==> config.mk <==
export PLATFORM = sky130hd
export DESIGN_NAME = seg_scan_decoder
export DESIGN_NICKNAME = d
export VERILOG_FILES = /design/src/rtl/seg_pkg.sv /design/src/rtl/seg_char_decode.sv /design/src/rtl/seg_scan_decoder.sv
export SDC_FILE = /design/constraint.sdc
export NUM_CORES = 1
export LEC_CHECK = 0
export ABC_AREA = 1
export CAP_MARGIN = 20
export CORE_ASPECT_RATIO = 1.5
export CORE_MARGIN = 2
export CORE_UTILIZATION = 40
export DETAILED_ROUTE_END_ITERATION = 8
export HOLD_SLACK_MARGIN = 0.12
export PLACE_DENSITY = 0.63
export SYNTH_ARGS = -nofsm -noshare
export SYNTH_HDL_FRONTEND = slang
export SYNTH_SLANG_ARGS = --single-unit
==> constraint.sdc <==
create_clock -name CLK100MHZ -period 1.9 [get_ports CLK100MHZ]
set_input_delay 0.38 -clock CLK100MHZ [delete_from_list [all_inputs] [get_ports CLK100MHZ]]
set_output_delay 0.38 -clock CLK100MHZ [all_outputs]
set_load 0.1 [all_outputs]
==> src/rtl/seg_pkg.sv <==
// Shared constants and types for the seven-segment scan decoder.
package seg_pkg;

  localparam int SEG_A  = 0;
  localparam int SEG_B  = 1;
  localparam int SEG_C  = 2;
  localparam int SEG_D  = 3;
  localparam int SEG_E  = 4;
  localparam int SEG_F  = 5;
  localparam int SEG_G  = 6;
  localparam int SEG_DP = 7;

  // Active-high gfedcba patterns for hex characters 0..F, indexed by value
  localparam logic [6:0] HEX_PAT [16] = '{
    7'h3F, 7'h06, 7'h5B, 7'h4F, 7'h66, 7'h6D, 7'h7D, 7'h07,
    7'h7F, 7'h6F, 7'h77, 7'h7C, 7'h39, 7'h5E, 7'h79, 7'h71
  };

  typedef enum logic [1:0] {
    IDLE   = 2'd0,
    SETTLE = 2'd1,
    HOLD   = 2'd2
  } state_t;

endpackage

==> src/rtl/seg_char_decode.sv <==
// Combinational seven-segment to hex decoder; all-off reads as blank,
// any unrecognised pattern reads as an error with nibble 0.
module seg_char_decode
  import seg_pkg::*;
(
  input  logic [6:0] segs,
  output logic [3:0] nibble,
  output logic       blank,
  output logic       err
);

  always_comb begin
    nibble = 4'h0;
    blank  = (segs == 7'h00);
    err    = (segs != 7'h00);
    for (int i = 0; i < 16; i++) begin
      if (segs == HEX_PAT[i]) begin
        nibble = 4'(i);
        err    = 1'b0;
      end
    end
  end

endmodule

==> src/rtl/seg_scan_decoder.sv <==
// Reconstructs the hex value shown on a multiplexed seven-segment display
// by sampling each digit after its select has settled.
//
// state  | meaning
// IDLE   | no valid single-digit select present
// SETTLE | valid select seen, counting stable cycles before sampling
// HOLD   | digit captured, waiting for the select to move on
module seg_scan_decoder
  import seg_pkg::*;
#(
  parameter int NUM_DIGITS     = 8,
  parameter int SETTLE_CYCLES  = 16,
  parameter int TIMEOUT_CYCLES = 1000000
) (
  input  logic                    CLK100MHZ,
  input  logic                    rst,
  input  logic [NUM_DIGITS-1:0]   seg_cs_pin,
  input  logic [7:0]              seg_data_pin,
  output logic [4*NUM_DIGITS-1:0] digits,
  output logic [NUM_DIGITS-1:0]   dp,
  output logic [NUM_DIGITS-1:0]   blank,
  output logic [NUM_DIGITS-1:0]   err,
  output logic                    frame_valid,
  output logic                    stale
);

  localparam int IDX_W = (NUM_DIGITS > 1) ? $clog2(NUM_DIGITS) : 1;
  localparam int SET_W = $clog2(SETTLE_CYCLES + 1);
  localparam int TO_W  = $clog2(TIMEOUT_CYCLES + 1);

  logic [NUM_DIGITS-1:0]   cs_s1, cs_s2;
  logic [7:0]              data_s1, data_s2;
  logic [NUM_DIGITS-1:0]   act;
  logic                    sel_valid;
  logic [IDX_W-1:0]        sel_idx, cur_idx, idx_nxt;
  state_t                  state, state_nxt;
  logic [SET_W-1:0]        settle_cnt, cnt_nxt;
  logic                    capture;
  logic [6:0]              seg_on;
  logic [3:0]              ch_nib;
  logic                    ch_blank, ch_err;
  logic [4*NUM_DIGITS-1:0] sh_dig, sh_dig_nxt;
  logic [NUM_DIGITS-1:0]   sh_dp, sh_dp_nxt, sh_blank, sh_blank_nxt;
  logic [NUM_DIGITS-1:0]   sh_err, sh_err_nxt, seen, seen_nxt;
  logic [TO_W-1:0]         to_cnt, to_cnt_nxt;

  always_ff @(posedge CLK100MHZ or negedge rst) begin
    if (!rst) begin
      cs_s1   <= '1;
      cs_s2   <= '1;
      data_s1 <= '1;
      data_s2 <= '1;
    end else begin
      cs_s1   <= seg_cs_pin;
      cs_s2   <= cs_s1;
      data_s1 <= seg_data_pin;
      data_s2 <= data_s1;
    end
  end

  // Valid select means exactly one low bit: act is one-hot
  always_comb begin
    act       = ~cs_s2;
    sel_valid = (act != '0) && ((act & (act - NUM_DIGITS'(1))) == '0);
    sel_idx   = '0;
    for (int i = 0; i < NUM_DIGITS; i++) begin
      if (act[i]) sel_idx = IDX_W'(i);
    end
  end

  always_comb begin
    state_nxt = state;
    cnt_nxt   = settle_cnt;
    idx_nxt   = cur_idx;
    capture   = 1'b0;
    case (state)
      IDLE: begin
        if (sel_valid) begin
          state_nxt = SETTLE;
          cnt_nxt   = '0;
          idx_nxt   = sel_idx;
        end
      end
      SETTLE: begin
        if (!sel_valid) begin
          state_nxt = IDLE;
        end else if (sel_idx != cur_idx) begin
          cnt_nxt = '0;
          idx_nxt = sel_idx;
        end else if (settle_cnt == SET_W'(SETTLE_CYCLES - 1)) begin
          capture   = 1'b1;
          state_nxt = HOLD;
        end else begin
          cnt_nxt = settle_cnt + SET_W'(1);
        end
      end
      HOLD: begin
        if (!sel_valid) begin
          state_nxt = IDLE;
        end else if (sel_idx != cur_idx) begin
          state_nxt = SETTLE;
          cnt_nxt   = '0;
          idx_nxt   = sel_idx;
        end
      end
      default: state_nxt = IDLE;
    endcase
  end

  assign seg_on = ~data_s2[SEG_G:SEG_A];

  seg_char_decode u_char (
    .segs   (seg_on),
    .nibble (ch_nib),
    .blank  (ch_blank),
    .err    (ch_err)
  );

  always_comb begin
    sh_dig_nxt   = sh_dig;
    sh_dp_nxt    = sh_dp;
    sh_blank_nxt = sh_blank;
    sh_err_nxt   = sh_err;
    seen_nxt     = seen;
    for (int i = 0; i < NUM_DIGITS; i++) begin
      if (cur_idx == IDX_W'(i)) begin
        sh_dig_nxt[4*i +: 4] = ch_nib;
        sh_dp_nxt[i]         = ~data_s2[SEG_DP];
        sh_blank_nxt[i]      = ch_blank;
        sh_err_nxt[i]        = ch_err;
        seen_nxt[i]          = 1'b1;
      end
    end
  end

  always_comb begin
    if (capture)                                to_cnt_nxt = '0;
    else if (to_cnt == TO_W'(TIMEOUT_CYCLES))   to_cnt_nxt = to_cnt;
    else                                        to_cnt_nxt = to_cnt + TO_W'(1);
  end

  always_ff @(posedge CLK100MHZ or negedge rst) begin
    if (!rst) begin
      state       <= IDLE;
      settle_cnt  <= '0;
      cur_idx     <= '0;
      sh_dig      <= '0;
      sh_dp       <= '0;
      sh_blank    <= '0;
      sh_err      <= '0;
      seen        <= '0;
      to_cnt      <= '0;
      digits      <= '0;
      dp          <= '0;
      blank       <= '0;
      err         <= '0;
      frame_valid <= 1'b0;
      stale       <= 1'b0;
    end else begin
      state       <= state_nxt;
      settle_cnt  <= cnt_nxt;
      cur_idx     <= idx_nxt;
      to_cnt      <= to_cnt_nxt;
      stale       <= (to_cnt_nxt == TO_W'(TIMEOUT_CYCLES));
      frame_valid <= 1'b0;
      if (capture) begin
        sh_dig   <= sh_dig_nxt;
        sh_dp    <= sh_dp_nxt;
        sh_blank <= sh_blank_nxt;
        sh_err   <= sh_err_nxt;
        // Publish includes the digit being captured on this edge
        if (&seen_nxt) begin
          digits      <= sh_dig_nxt;
          dp          <= sh_dp_nxt;
          blank       <= sh_blank_nxt;
          err         <= sh_err_nxt;
          frame_valid <= 1'b1;
          seen        <= '0;
        end else begin
          seen <= seen_nxt;
        end
      end
    end
  end

endmodule

Yosys cells after proc, flatten, opt, wreduce, memory -nomap -nowiden. Index checks and enable logic that the tools add are counted. Widths: inputs -> output; s select.

Logic and storage cells: 185. Bits in registers: 184.

Equality and inequality tests: 39. Add/sub/neg operators: 3. Reductions and logical operators: 15. Bitwise gates (word level): 4. Multiplexer cells: 105.

Operators with widths (count): $eq 7x7->1 const B (12); $mux 4 (16); $mux 1 (56); $eq 20x20->1 const B (2); $mux 20 (2); $mux 3 (13); $mux 5 (6); $add 20x1->20 const B (1); $mux 2 (8); $pmux 5 s3 (1); $eq 7x3->1 const B (2); $eq 7x6->1 const B (2); $eq 3x3->1 const B (4); $ne 3x3->1 const B (4); $reduce_and 9->1 (1); $and 8x8->8 (1); $logic_not 8->1 (1); $mux 8 (1); $ne 2x2->1 const B (4); $not 8->8 (1); $reduce_and 4->1 (2); $reduce_and 8->1 (1); $reduce_bool 8->1 (1); $sub 8x1->8 const B (1); 21 further kinds (23).

Logic depth before layout (Yosys ltp). Gate-level depths: netlist of the first run.

Depth in word-level cells: 19. Depth in mapped cells: 16. Mapped depth without buffers: 16.

Modules after synthesis. Synthesis of the first run repeated with hierarchy kept, for this count alone.

Cells, all modules: 912. Area, all modules: 8454.4 um^2.

By module, submodules not included: seg_scan_decoder (instances 1, cells an instance 845, area each 8151.6 um^2, sequential area each 4644.5 um^2); seg_char_decode (instances 1, cells an instance 67, area each 302.8 um^2, sequential area each 0.0 um^2).

Least setup slack after synthesis of the first run. OpenSTA, ideal clock, no wires.

Path kind: register to register. From: register cs_s2[2]. To: register err[5]. Setup slack: -0.084 ns. Stages on the path, launching flop included: 12. Data required time: 1.767 ns. Library setup time: 0.133 ns. Clock period less this slack: 1.984 ns. Buffers on the path: 2. Arrival time: 1.851 ns. Cell sequence: dfstp_2 > nand2_1 > nor2_2 > o21ai_1 > nor2_1 > nand3_1 > nor2_2 > nand3_1 > buf_2 > clkbuf_1 > nand2_1 > o21ai_0.

Word-level cells in the longest chain between the ends: 12.

Ends and longest elaborated chain: start: declaration (line seg_scan_decoder.sv:31) `logic [NUM_DIGITS-1:0] cs_s1, cs_s2;`; start signal: assignment (line seg_scan_decoder.sv:55) `cs_s2 <= cs_s1;`; $not 8->8 * (line seg_scan_decoder.sv:63) `act = ~cs_s2;`; parallel branches: the longest is 8 deep, another holds $sub 8x1->8; $mux 1 * (line seg_scan_decoder.sv:85) `if (!sel_valid) begin`; $mux 1 * (line seg_scan_decoder.sv:76) `case (state)`; $reduce_and 9->1 (no line) *; end signal: assignment (line seg_scan_decoder.sv:176) `err <= sh_err_nxt;`; end: declaration (line seg_scan_decoder.sv:22) `output logic [NUM_DIGITS-1:0] err,`.

Every way passes the cells marked *. A chain may end at the register's enable or synchronous reset.

Final worst setup path of the first run.
From: register cur_idx[2]. To: register blank[3].

Word-level cells in the longest chain between the ends: 5.

Ends and longest elaborated chain: start: declaration (line seg_scan_decoder.sv:35) `logic [IDX_W-1:0] sel_idx, cur_idx, idx_nxt;`; start signal: assignment (line seg_scan_decoder.sv:162) `cur_idx <= idx_nxt;`; $ne 3x3->1 (line seg_scan_decoder.sv:87) `end else if (sel_idx != cur_idx) begin`; $mux 1 (line seg_scan_decoder.sv:87); $mux 1 (line seg_scan_decoder.sv:85); $mux 1 (line seg_scan_decoder.sv:76); $reduce_and 9->1 (no line); end signal: assignment (line seg_scan_decoder.sv:175) `blank <= sh_blank_nxt;`; end: declaration (line seg_scan_decoder.sv:21) `output logic [NUM_DIGITS-1:0] blank,`.

Parallel ways exist; a longest one is shown, timed or not.

==> summary by stage, run 1 <==
Critical path
Setup slack on the worst reg-to-reg path comes out at -0.24 ns. The worst setup path is launched from a flop. Walking the worst path, the cells encountered are nand3_2 > inv_2 > or2_1 > inv_1 > a211oi_1 > buf_4 > nand3_4 > clkbuf_16 > clkbuf_16 > nand2_1 > o21ai_1. Along the worst path, the maximum fanout reaches 16. The critical path contains buffers and inverters numbering 5 combined. Data on the critical path is required at its endpoint by 2.21 ns. The type of the setup path with the least slack is flop to flop. Counting stages on the worst path, the most repeated cell is clkbuf_16. The largest individual stage delay along the critical path comes from the cell dfrtp_1. In this run the critical register-to-register path is launched from cur_idx[2].

The critical path starts at cur_idx[2]. The most critical setup path has its endpoint at blank[3]. The endpoint of the worst register-to-register path is blank[3].

The arrival time at the worst endpoint is 2.45 ns. In this run the number of cells on the critical path is 11. The kind of capture point of the worst setup path is a flop. The worst-case reg-to-reg path depth is 11. The top cell family by delay on the critical path is buffers and inverters. In this design, the stage delay of the slowest critical-path cell is 0.50 ns.

Global routing
The met3 track utilization from global routing is 0.03996. The remaining global-route overflow is 0. The number of global-route vias before repair is 7134. The total routing resource utilization after global routing is 0.2137.

In this run the most used layer during global routing was met2. The maximum number of pins on one net before global-route repair is 66. The met1 capacity usage during global routing is 0.2479. For this run, global-route usage on met2 was measured as 0.3835.

The number of antenna violations at the first check in global routing is 0. The first global-routing pass estimated 35680 um of wire.

CTS
The TritonCTS clock tree is yes. The later-pin clock latency in the skew report is 0.44 ns. The total CTS buffers is 17.

The cell sitting at the root of the clock tree is a clkbuf_16. The clock passes through at most 2 buffers. The maximum level of the CTS H-tree is 4.

The clock transition at the register clock pins on the worst setup and hold paths after CTS is 0.07 ns. Clock tree synthesis found a total of 184 sinks.

Synthesis
The share of synthesized area in the top cell type comes to 0.4688. The number of register bits inferred by synthesis is 184. Among all flip-flop cells after synthesis, the most frequent one is dfrtp_1.

The fraction of registers with async set or reset after synthesis is 1.000. The synthesized netlist contains 40 unique library cells. The number of nets handed over by synthesis was 929.

The library cell with the largest summed area after synthesis is dfrtp_1. The average footprint of a synthesized cell is 8.984 sq um. The synthesized design contains 0 enable-type register cells.

Yosys printed 0 warnings. In the post-synthesis netlist, the biggest area contributors are dfrtp_1 (47%), dfstp_2 (10%), nand2_1 (8.7%), o21ai_0 (6.3%), nor2_1 (4.2%). For this run, the register share of the synthesized area comes to 0.5725. The cell area that synthesis handed to floorplanning was 0.008113 sq mm. The cell count after synthesis is 903.

STA
At the pin with the least slew margin, the transition time is 0.5073 ns. The final sum of negative setup slack is -21.09 ns. The number of setup violations in the final report is 141.

The number of hold violations in the final report is 0. Timing would allow up to 467.4 MHz. Setup repair after global routing could not meet its margin everywhere. Setup slack on the critical path of the routed design comes to -0.2393 ns. The minimum clock period after layout is 2.139 ns. The final clock period utilization by the worst path is 1.126. The count of final max-slew check failures came to 0. The worst pin sits at a relative slew slack of 0.6582. The clock arrives with 0.01062 ns of skew.

Die
During I/O placement, the number of pins put on the boundary was 76. The site row count is 63. The core region is 0.01986 sq mm. The die outline area is 0.02146 sq mm. The die extent in x is 120.3 um. The die extent in y is 178.4 um.

The initial cell density of the core is 0.4084.

Pwr
IR analysis of the VDD net gives a maximum drop of 558.0 uV. Overall power consumption after layout is estimated at 9.417 mW. The leakage power is 5.484 nW.

The power density of the placed cells is 773.6 mW/mm^2.

Routing
The detailed-router iteration count before antenna repair is 5. The overall routed net length is 23680 um. The detailed router finished its first iteration with 509 violations. The average detailed-routed wire length per instance is 17.28 um.

The detailed-route via count is 7198. The remaining number of nets flagged by the antenna check after routing is 0. Using the TritonRoute via totals, the vias-per-cell ratio works out to 5.254. The total DRC errors in the routed layout is 0.

Outcome
The run finished, with violations left. The checks that failed: setup timing.

Finish
The antenna diode count is 0. In the layout the commonest cells are dfrtp_1 (151), nand2_1 (143), buf_4 (94), nor2_1 (79), inv_1 (73). Excluding fillers, the count of instances in the completed layout stands at 1370. The fraction of layout instances using a drive strength above 1 is 0.3495. The area added between synthesis and finish is 50.05%. The final layout contains 1123 nets.

The most frequent standard cell in the layout excluding fill and tap cells is dfrtp_1. The fill cell instance count of the final layout is 1623.

Min path
The class of the tightest hold or removal check is input port to flop.

Placed design
The routability congestion estimate from global placement is 0.9076. The half-perimeter wire length after detailed placement is 14780 um. Including well taps, the total number of placed cells is 1310. The number of input and output port buffers inserted is 75.

The post-place setup slack is -0.2429 ns.

Run
The count of maximum capacitance violations is 0.
worst min-delay path by stage:
stage,from,cells past startpoint,to
floorplan,rst,0,blank[0]
global placement,rst,1,digits[17]
detailed placement,rst,1,digits[17]
CTS,seg_cs_pin[0],1,cs_s1[0]
global route,seg_cs_pin[1],1,cs_s1[1]
finish,seg_cs_pin[0],1,cs_s1[0]
Yosys cell counts, types with 2 or more instances:
library cell / count
nor4_1: 2
buf_2: 14
mux2i_1: 17
ha_1: 8
nand4_1: 11
nor2_2: 5
o21ai_0: 102
nor2_1: 90
dfstp_2: 32
buf_6: 2
nor3_2: 2
nand3_2: 3
or2_2: 3
clkbuf_1: 13
dfrtp_1: 152
o22ai_1: 3
nand3b_1: 2
inv_1: 80
inv_2: 3
nor3_1: 13
xnor2_1: 2
nand3_1: 47
nand2_1: 188
a21oi_1: 44
xor2_1: 17
o21ai_1: 34
cells by family after synthesis:
| family | Yosys count | synth area share |
|---|---|---|
| AOI/OAI and AO/OA | 191 | 0.1211 |
| xor gates and xnor gates | 19 | 0.02051 |
| adders and majority gates | 8 | 0.01234 |
| buffers and inverters | 114 | 0.05691 |
| DFF | 184 | 0.5725 |
| muxes | 17 | 0.02097 |
| and+or+nand+nor | 370 | 0.1957 |
layer usage:
metal	up-vias	wire length [um]	share of wire
met2	245	12680	0.54
met3	76	996	0.042
li1	3355	-	-
met1	3522	8839	0.37
met5	-	0	0
met4	0	1161	0.049
sequential cells by signal (all words and copies together), names as in the netlist:
name,count
blank,8
cs_s2,8
cs_s1,8
seen,8
data_s1,8
frame_valid,1
sh_dig,32
sh_dp,8
sh_blank,8
cur_idx,3
stale,1
err,8
digits,32
dp,8
settle_cnt,5
sh_err,8
to_cnt,20
data_s2,8
state,2
through the flow:
stage	hold WS [ns]	area, sq um	util
after floorplan	0.08441	8148	-
after global placement	0.2620	10480	0.5273
after detailed placement	0.2647	10480	0.5273
after CTS	0.3369	11460	0.5770
after global routing	0.3272	12170	0.6128
final	0.3422	12170	0.6128
power breakdown:
group	switching, mW	total (mW)	internal, mW
Combinational	1.11	1.74	0.629
Sequential	0.0925	4.12	4.02
Clock	1.57	3.56	1.98
Total	2.78	9.42	6.64
repair_timing:
item / 4_1_cts / 5_1_grt
resized for setup: 74 / 154
buffers inserted: 3 / 7
pin swaps: 8 / 25
endpoints found under the setup margin: 138 / 148
cloned: 7 / 10
endpoints found under the hold margin: 22 / 0
hold buffers: 1 / 0
cell type report:
class | count | area [sq um] | share of cell area
Tap cell | 260 | 325.3 | 0.02672
Clock buffer | 19 | 442.9 | 0.03639
Multi-Input combinational cell | 605 | 3531 | 0.2901
Sequential cell | 184 | 4646 | 0.3816
Clock inverter | 13 | 143.9 | 0.01182
Inverter | 84 | 336.6 | 0.02765
Timing Repair Buffer | 205 | 2748 | 0.2257
Power figures use the tool's default switching activity.
==> run 2, diff against run 1 <==
- CORE_MARGIN: 2 -> default
- RECOVER_POWER: default -> 50
==> run 2 against run 1 <==
The run still ends with setup timing left. Maximum frequency shrank 0.97%. Critical path depth grew 3. Critical endpoint is now digits[13]. Sequential cell count unchanged. Setup slack got worse by 0.021 ns. Sequential share of layout area up 0.60 points. Largest cell class unchanged. Clock power shrank 4%. Critical path type unchanged. Hold slack improved by 0.0070 ns. First-iteration DRC count down 7.5%. Final cell count down 1.0%. Combinational power fell by 7%.
==> summary by stage, run 2 (same netlist as run 1, synthesis figures left out) <==
Outcome
The run finished, with violations left. The checks that failed: setup timing.

Routing
The count of routing violations after the opening detailed-route iteration is 471 (-7.5%). The remaining number of nets flagged by the antenna check after routing is 0 (unchanged). The mean number of vias per cell is 5.217 (-0.71%). The overall routed net length is 22780 um (-3.8%). The detailed-route via count is 7074 (-1.7%).

The total DRC errors in the routed layout is 0 (unchanged). The detailed-router iteration count before antenna repair is 5 (unchanged). The average detailed-routed wire length per instance is 16.80 um (-2.8%).

Placed design
The half-perimeter wire length after detailed placement is 13950 um (-5.6%). The number of input and output port buffers inserted is 75 (unchanged). The routability congestion estimate from global placement is 0.9540 (+5.1%).

The cell count after placement is 1287 (-1.8%).

Critical path
The largest fanout of any net on the critical path is 8 (-8). The arrival time at the worst endpoint is 2.48 ns (+0.03 ns). On the critical path, the stage with the largest delay is an instance of dfstp_2. The kind of capture point of the worst setup path is a flop. The worst stage delay on the critical path was 0.56 ns (+0.06 ns). Traced cell by cell, the critical path runs through nand2_2 > inv_2 > nand2_4 > nand2_2 > nand2_2 > nor2_4 > nand3_4 > nor2_4 > buf_6 > nand3_4 > buf_12 > clkbuf_16 > a21oi_2 > a21oi_1. The worst-case reg-to-reg path depth was 14 (+3). The critical path required time is 2.22 ns (about the same).

The type of the setup path with the least slack is flop to flop. The startpoint type of the worst setup path is a flop. The library cell appearing most often on the critical path is nand2_2.

STA
The actual transition at the worst max-transition pin came to 1.200 ns (+0.6931 ns). The number of hold violations in the final report is 0 (unchanged). The maximum achievable frequency is 462.9 MHz (-0.97%).

The relative max-transition margin is 0.1998 (-0.4585). Setup repair after global routing could not meet its margin everywhere. The worst clock skew on the final layout is 0.009303 ns (-0.001314 ns). The worst-case setup margin in the final layout was -0.2603 ns (-0.02098 ns). The count of final max-slew check failures is 0 (unchanged).

The minimum clock period after layout is 2.160 ns (+0.02098 ns). The final clock period utilization by the worst path is 1.137 (+0.01104). The number of setup violations in the final report is 137 (-2.8%).

The worst-case hold slack was 0.3492 ns (+0.007006 ns).

Finish
The area added between synthesis and finish is 47.69%. The final instance count without filler cells is 1356 (-1.0%). The library cell used most frequently in the layout, excluding fill and tap cells, is dfrtp_1. The fraction of layout instances using a drive strength above 1 is 0.3367 (-0.01287). The number of nets in the layout is 1109 (-1.2%). The area used by multi-input combinational logic is 0.003463 sq mm (-1.9%). The fill cell instance count of the final layout is 1570 (-3.3%).

The flip-flop and latch area is 0.004644 sq mm (about the same). The largest registers in the layout are digits: 32 flops, sh_dig: 32 flops, to_cnt: 20 flops. In the layout the commonest cells are dfrtp_1 (152), nand2_1 (149), buf_4 (77), inv_1 (73), buf_12 (68). The antenna diode count is 0 (unchanged).

CTS
The later-pin clock latency in the skew report is 0.44 ns (about the same). The clock transition at the register clock pins on the worst setup and hold paths after CTS is 0.07 ns (about the same). The number of buffers on the longest clock path came to 2 (unchanged). The maximum level of the CTS H-tree is 4 (unchanged). The TritonCTS clock tree is yes.

The number of clock sinks was 184 (unchanged). The total CTS buffers came to 17 (unchanged). The tree is rooted in a clkbuf_16.

Global routing
The number of global-route vias before repair is 6961 (-2.4%). The first-pass GRT wire length is 35180 um (-1.4%). The maximum number of pins on one net before global-route repair is 53 (-20%). The total routing resource utilization after global routing is 0.2206 (+0.006971).

The number of antenna violations at the first check in global routing is 0 (unchanged). The remaining global-route overflow was 0 (unchanged).

Pwr
The power density of the placed cells is 764.0 mW/mm^2 (-1.2%). The leakage power is 5.433 nW (-0.94%). The worst supply voltage drop on vdd is 595.2 uV (+6.7%).

Die
The core box area is 0.01979 sq mm (-0.40%). The die extent in x came to 118.3 um (-1.7%). The site row count is 63 (unchanged). The die extent in y was 176.4 um (-1.1%). The I/O pin count is 76 (unchanged). The die outline area is 0.02087 sq mm (-2.8%). The initial cell density of the core is 0.4100 (+0.001627).

Run
The count of maximum capacitance violations was 0 (unchanged).

Min path
The class of the tightest hold or removal check is flop to flop. The cell count of the worst hold path was 0 (-1).
## run 2: area by class of cell
cell class / instances / area share
clock buffers: 19 / 0.03697
clock inverters: 13 / 0.009816
inverters: 84 / 0.02799
multi-input cells: 605 / 0.2891
flip-flops and latches: 184 / 0.3876
well taps: 260 / 0.02715
repair buffers: 190 / 0.2204
repair inverters: 1 / 0.0009398
## run 2: metrics by stage
step	power [mW]	util	worst slack, ns	instance area, sq um	TNS (ns)
after detailed placement	5.620	0.5226	-0.4059	10340	-24.66
after floorplan	4.912	-	-0.01563	8148	-0.3768
after CTS	9.098	0.5913	-0.2295	11700	-19.92
final	9.154	0.6056	-0.2603	11980	-20.93
after global routing	9.525	0.6056	-0.3503	11980	-35.52
after global placement	5.597	0.5226	-0.3189	10340	-18.14
## run 2: worst paths after layout
| path | start | endpoint | slack [ns] |
|---|---|---|---|
| worst min register to register | cs_s1[6] | cs_s2[6] | 0.35 |
| worst min-delay path | cs_s1[6] | cs_s2[6] | 0.35 |
| worst max-delay path | cs_s2[7] | digits[13] | -0.26 |
| max in group asynchronous | rst | data_s1[7] | 0.21 |
| worst max register to register | cs_s2[7] | digits[13] | -0.26 |
| min in group asynchronous | rst | err[2] | 0.72 |
## run 2: metal layers
metal  routed length [um]  up-vias  global-route usage  part of all wire
met1                 8516     3441              0.2452              0.37
met2                12290      238              0.3973              0.54
met5                    0        -                   0                 0
met3                 1022       72             0.03844             0.045
li1                     -     3323                   -                 -
met4                  946        0              0.1239             0.042
## run 2: timing repair
action	CTS	global route
hold buffers	1	0
endpoints found under the setup margin	139	141
gates cloned	12	6
pin swaps	20	26
gates resized for setup	124	77
buffers inserted	18	2
endpoints found under the hold margin	33	0
## run 2: where the power goes
part	leakage [nW]	internal [mW]	total, mW	switching (mW)
Clock	0.283	1.85	3.42	1.56
Sequential	2.44	4.02	4.11	0.0899
Combinational	2.71	0.561	1.62	1.06
## run 2: critical path, delay by kind of cell, from the launching register on
family	cells	cell delay, ns
AND/OR/NAND/NOR	8	0.72
buffers and inverters	4	0.57
flip-flops	1	0.56
AO/OA/AOI/OAI	2	0.17
==> run 3, diff against run 2 <==
- ABC_AREA: 1 -> default
==> run 3 against run 2 <==
Critical path depth decreased by 7. Final cell count decreased by 0.74%. The run still ends with setup timing left. Global-route usage decreased by 2.1 points. Setup slack got worse by 0.36 ns. Maximum frequency decreased by 14%. Sequential share of layout area decreased by 0.72 points. Area after synthesis increased by 3.5%. Core utilization decreased by 1.0 points. Sequential cell count unchanged. Clock-buffer cell count decreased by 1.
==> summary by stage, run 3 <==
Global routing
The number of antenna violations at the first check in global routing is 0 (unchanged). The remaining global-route overflow is 0 (unchanged). The total routing resource utilization after global routing is 0.1994 (-0.02124). The maximum number of pins on one net before global-route repair is 43 (-19%). The first-pass GRT wire length is 34050 um (-3.2%). The number of global-route vias before repair was 6944 (-0.24%).

Synthesis
Yosys attributes the largest share of cell area to dfrtp_1 (45%), dfstp_2 (10%), nand2_1 (5.8%), o21ai_0 (5.5%), nor2_1 (4.8%). The area share of fa/ha/maj cells after synthesis came to 0.01192 (-0.0004227). The cell area after technology mapping came to 0.008401 sq mm (+3.5%).

The synthesized net count is 891 (-4.1%). The xor/xnor cell area share of the yosys netlist was 0.02294 (+0.002425). The commonest cells after synthesis are dfrtp_1 (152), nand2_1 (130), nor2_1 (107), o21ai_0 (92), a21oi_1 (76). Yosys instantiated no cell more often than dfrtp_1. The count of yosys warnings during synthesis came to 0 (unchanged). The library cell with the largest summed area after synthesis is dfrtp_1. The number of register bits inferred by synthesis was 184 (unchanged). The simple-gate share of the synthesized area is 0.1872 (-0.008492).

The average footprint of a synthesized cell is 9.712 sq um (+8.1%). The multiplexer share of the synthesized area is 0.04915 (+0.02818). The fraction of the yosys area taken by sequential cells is 0.5529 (-0.01961). The fraction of synthesized cell area taken by the top area cell type is 0.4528 (-0.01606). The cell count after synthesis is 865 (-4.2%). After synthesis, the largest family of logic cells by area is simple AND/OR/NAND/NOR gates. The synthesized-area fraction occupied by ao, oa, aoi and oai cells is 0.1388 (+0.01775). The count of cell types in the netlist is 64 (+60%).

The number of flops mapped to enable cells by yosys is 0 (unchanged). The fraction of registers with async set or reset after synthesis is 1.000 (unchanged). In the synthesized netlist the dominant register cell turns out to be dfrtp_1.

Outcome
The flow ran to the end, but the final reports show violations. The checks that failed: setup timing.

Critical path
The startpoint type of the worst setup path is a flop. The largest fanout of any net on the critical path is 21 (+13). The worst stage delay on the critical path is 0.62 ns (+0.06 ns). Grouping stages by cell kind, the critical path spends the most delay in simple AND/OR/NAND/NOR gates. The number of buffer and inverter stages on the critical path is 1 (-3). The kind of capture point of the worst setup path is a flop.

The type of the setup path with the least slack is flop to flop. The arrival time at the worst endpoint is 2.83 ns (+0.35 ns). The cell with the biggest individual delay on the critical path is dfstp_2. Walking the worst path, the cells encountered are nand4_1 > mux2i_2 > o31ai_4 > or4_4 > nor2_4 > buf_12 > mux2_2. The critical path required time is 2.21 ns (about the same).

Pwr
The power density of the placed cells came to 769.7 mW/mm^2 (+0.75%). The worst supply voltage drop on vdd is 622.9 uV (+4.6%). The total design power is 9.396 mW (+2.6%).

The leakage power is 5.416 nW (-0.30%).

Die
The I/O pin count was 76 (unchanged). The core box area is 0.02050 sq mm (+3.6%). The die outline area is 0.02160 sq mm (+3.5%). The site row count is 64 (+1.6%). The die extent in y was 179.5 um (+1.7%). The initial cell density of the core is 0.4098 (about the same). The die extent in x came to 120.3 um (+1.7%).

Placed design
The half-perimeter wire length after detailed placement is 14780 um (+6.0%). The routability congestion estimate from global placement is 0.8373 (-12%). The post-place setup slack was -0.6148 ns (-0.2089 ns).

The number of input and output port buffers inserted is 75 (unchanged).

CTS
TritonCTS built the clock tree. The total CTS buffers is 17 (unchanged). The clock transition at the register clock pins on the worst setup and hold paths after CTS came to 0.07 ns (about the same). The number of clock sinks came to 184 (unchanged).

In this run the clock root is driven by a clkbuf_16. The maximum level of the CTS H-tree was 4 (unchanged). The number of buffers on the longest clock path is 2 (unchanged). The later-pin clock latency in the skew report was 0.43 ns (about the same).

Finish
The number of nets in the layout was 1095 (-1.3%). The largest registers in the layout are digits: 32 flops, sh_dig: 32 flops, to_cnt: 20 flops. The antenna diode count came to 0 (unchanged). The fraction of layout instances using a drive strength above 1 is 0.3614 (+0.02469).

Leaving out fill and tap cells, the most frequent cell in the layout is dfrtp_1. The library cells used most frequently in the layout, excluding fill and tap cells, are dfrtp_1 (152), buf_4 (142), nand2_1 (110), nor2_1 (105), o21ai_0 (83). Compared with the post-synthesis result, the final layout area differs by 45.32%.

STA
The worst clock skew on the final layout is 0.01139 ns (+0.002084 ns). The worst-case hold slack is 0.3564 ns (+0.007170 ns). Setup repair after global routing could not meet its margin everywhere. The number of setup violations in the final report is 152 (+11%). The count of final max-slew check failures is 0 (unchanged).

The final clock period utilization by the worst path was 1.327 (+0.1899). The actual transition at the worst max-transition pin is 0.9733 ns (-0.2271 ns). The final sum of negative setup slack is -72.25 ns (-51.32 ns). The minimum clock period after layout is 2.521 ns (+0.3607 ns). The maximum achievable frequency is 396.7 MHz (-14%). The relative max-transition margin is 0.3512 (+0.1514). The worst-case setup margin in the final layout is -0.6210 ns (-0.3607 ns). The number of hold violations in the final report is 0 (unchanged).

Routing
The overall routed net length came to 20620 um (-9.5%). The detailed-router iteration count before antenna repair came to 4 (-1). The total DRC errors in the routed layout is 0 (unchanged). The detailed-route via count was 6904 (-2.4%). The mean number of vias per cell is 5.129 (-1.7%). The average detailed-routed wire length per instance is 15.32 um (-8.8%). The remaining number of nets flagged by the antenna check after routing is 0 (unchanged).

The count of routing violations after the opening detailed-route iteration is 223 (-53%).

Min path
The class of the tightest hold or removal check is flop to flop.

Run
The count of maximum capacitance violations is 0 (unchanged).
[run 3: report_power, final]
group	leakage, nW	switching (mW)	internal, mW	total (mW)
logic	2.69	1.03	0.728	1.76
clock network	0.290	1.64	1.87	3.51
registers	2.44	0.110	4.02	4.13
total	5.42	2.78	6.62	9.40
[run 3: final cells by class]
type	instances	area (sq um)
Timing Repair Buffer	237	2674
Inverter	19	71.32
Clock buffer	18	429.2
Fill cell	1711	8292
Clock inverter	14	157.7
Sequential cell	184	4644
Tap cell	264	330.3
Multi-Input combinational cell	610	3901
[run 3: worst paths after layout]
check / startpoint / end / slack (ns) / cells after the start
max in group asynchronous: rst / cs_s2[3] / 0.32 / 3
max: cs_s2[5] / digits[25] / -0.62 / 7
min reg2reg: data_s1[6] / data_s2[6] / 0.36 / 0
min: data_s1[6] / data_s2[6] / 0.36 / 0
min in group asynchronous: rst / sh_dp[6] / 0.66 / 2
max reg2reg: cs_s2[5] / digits[25] / -0.62 / 7
[run 3: layer usage]
metal,up-vias,part of all wire,global-route usage
met5,-,0,0
met1,3381,0.40,0.2261
met2,100,0.55,0.3692
met3,28,0.025,0.02951
met4,0,0.024,0.07802
li1,3395,-,-
[run 3: stage by stage]
step | utilization | instance area, sq um | std cells
global route | 0.5955 | 12210 | 1346
global placement | 0.5430 | 11130 | 1293
CTS | 0.5855 | 12000 | 1339
finish | 0.5955 | 12210 | 1346
detailed placement | 0.5430 | 11130 | 1293
floorplan | - | 8700 | 865
[run 3: kinds of logic after synthesis]
group,count (synthesis)
AOI/OAI and AO/OA,208
muxes,38
buffers and inverters,72
and+or+nand+nor,333
adders and majority gates,8
DFF,184
xor gates and xnor gates,22
[run 3: what timing repair did]
| action | 4_1_cts | 5_1_grt |
|---|---|---|
| pin swaps | 7 | 10 |
| setup buffers | 13 | 7 |
| hold buffers | 1 | 0 |
| cloned | 1 | 3 |
| hold endpoints to repair | 24 | 0 |
| setup endpoints to repair | 152 | 152 |
| gates resized for setup | 46 | 36 |
[run 3: worst reg2reg max path, cell delays in order, from the launching register on]
cell and delay [ns]:
dfstp_2 0.62, nand4_1 0.21, mux2i_2 0.26, o31ai_4 0.08, or4_4 0.52, nor2_4 0.16, buf_12 0.19, mux2_2 0.36
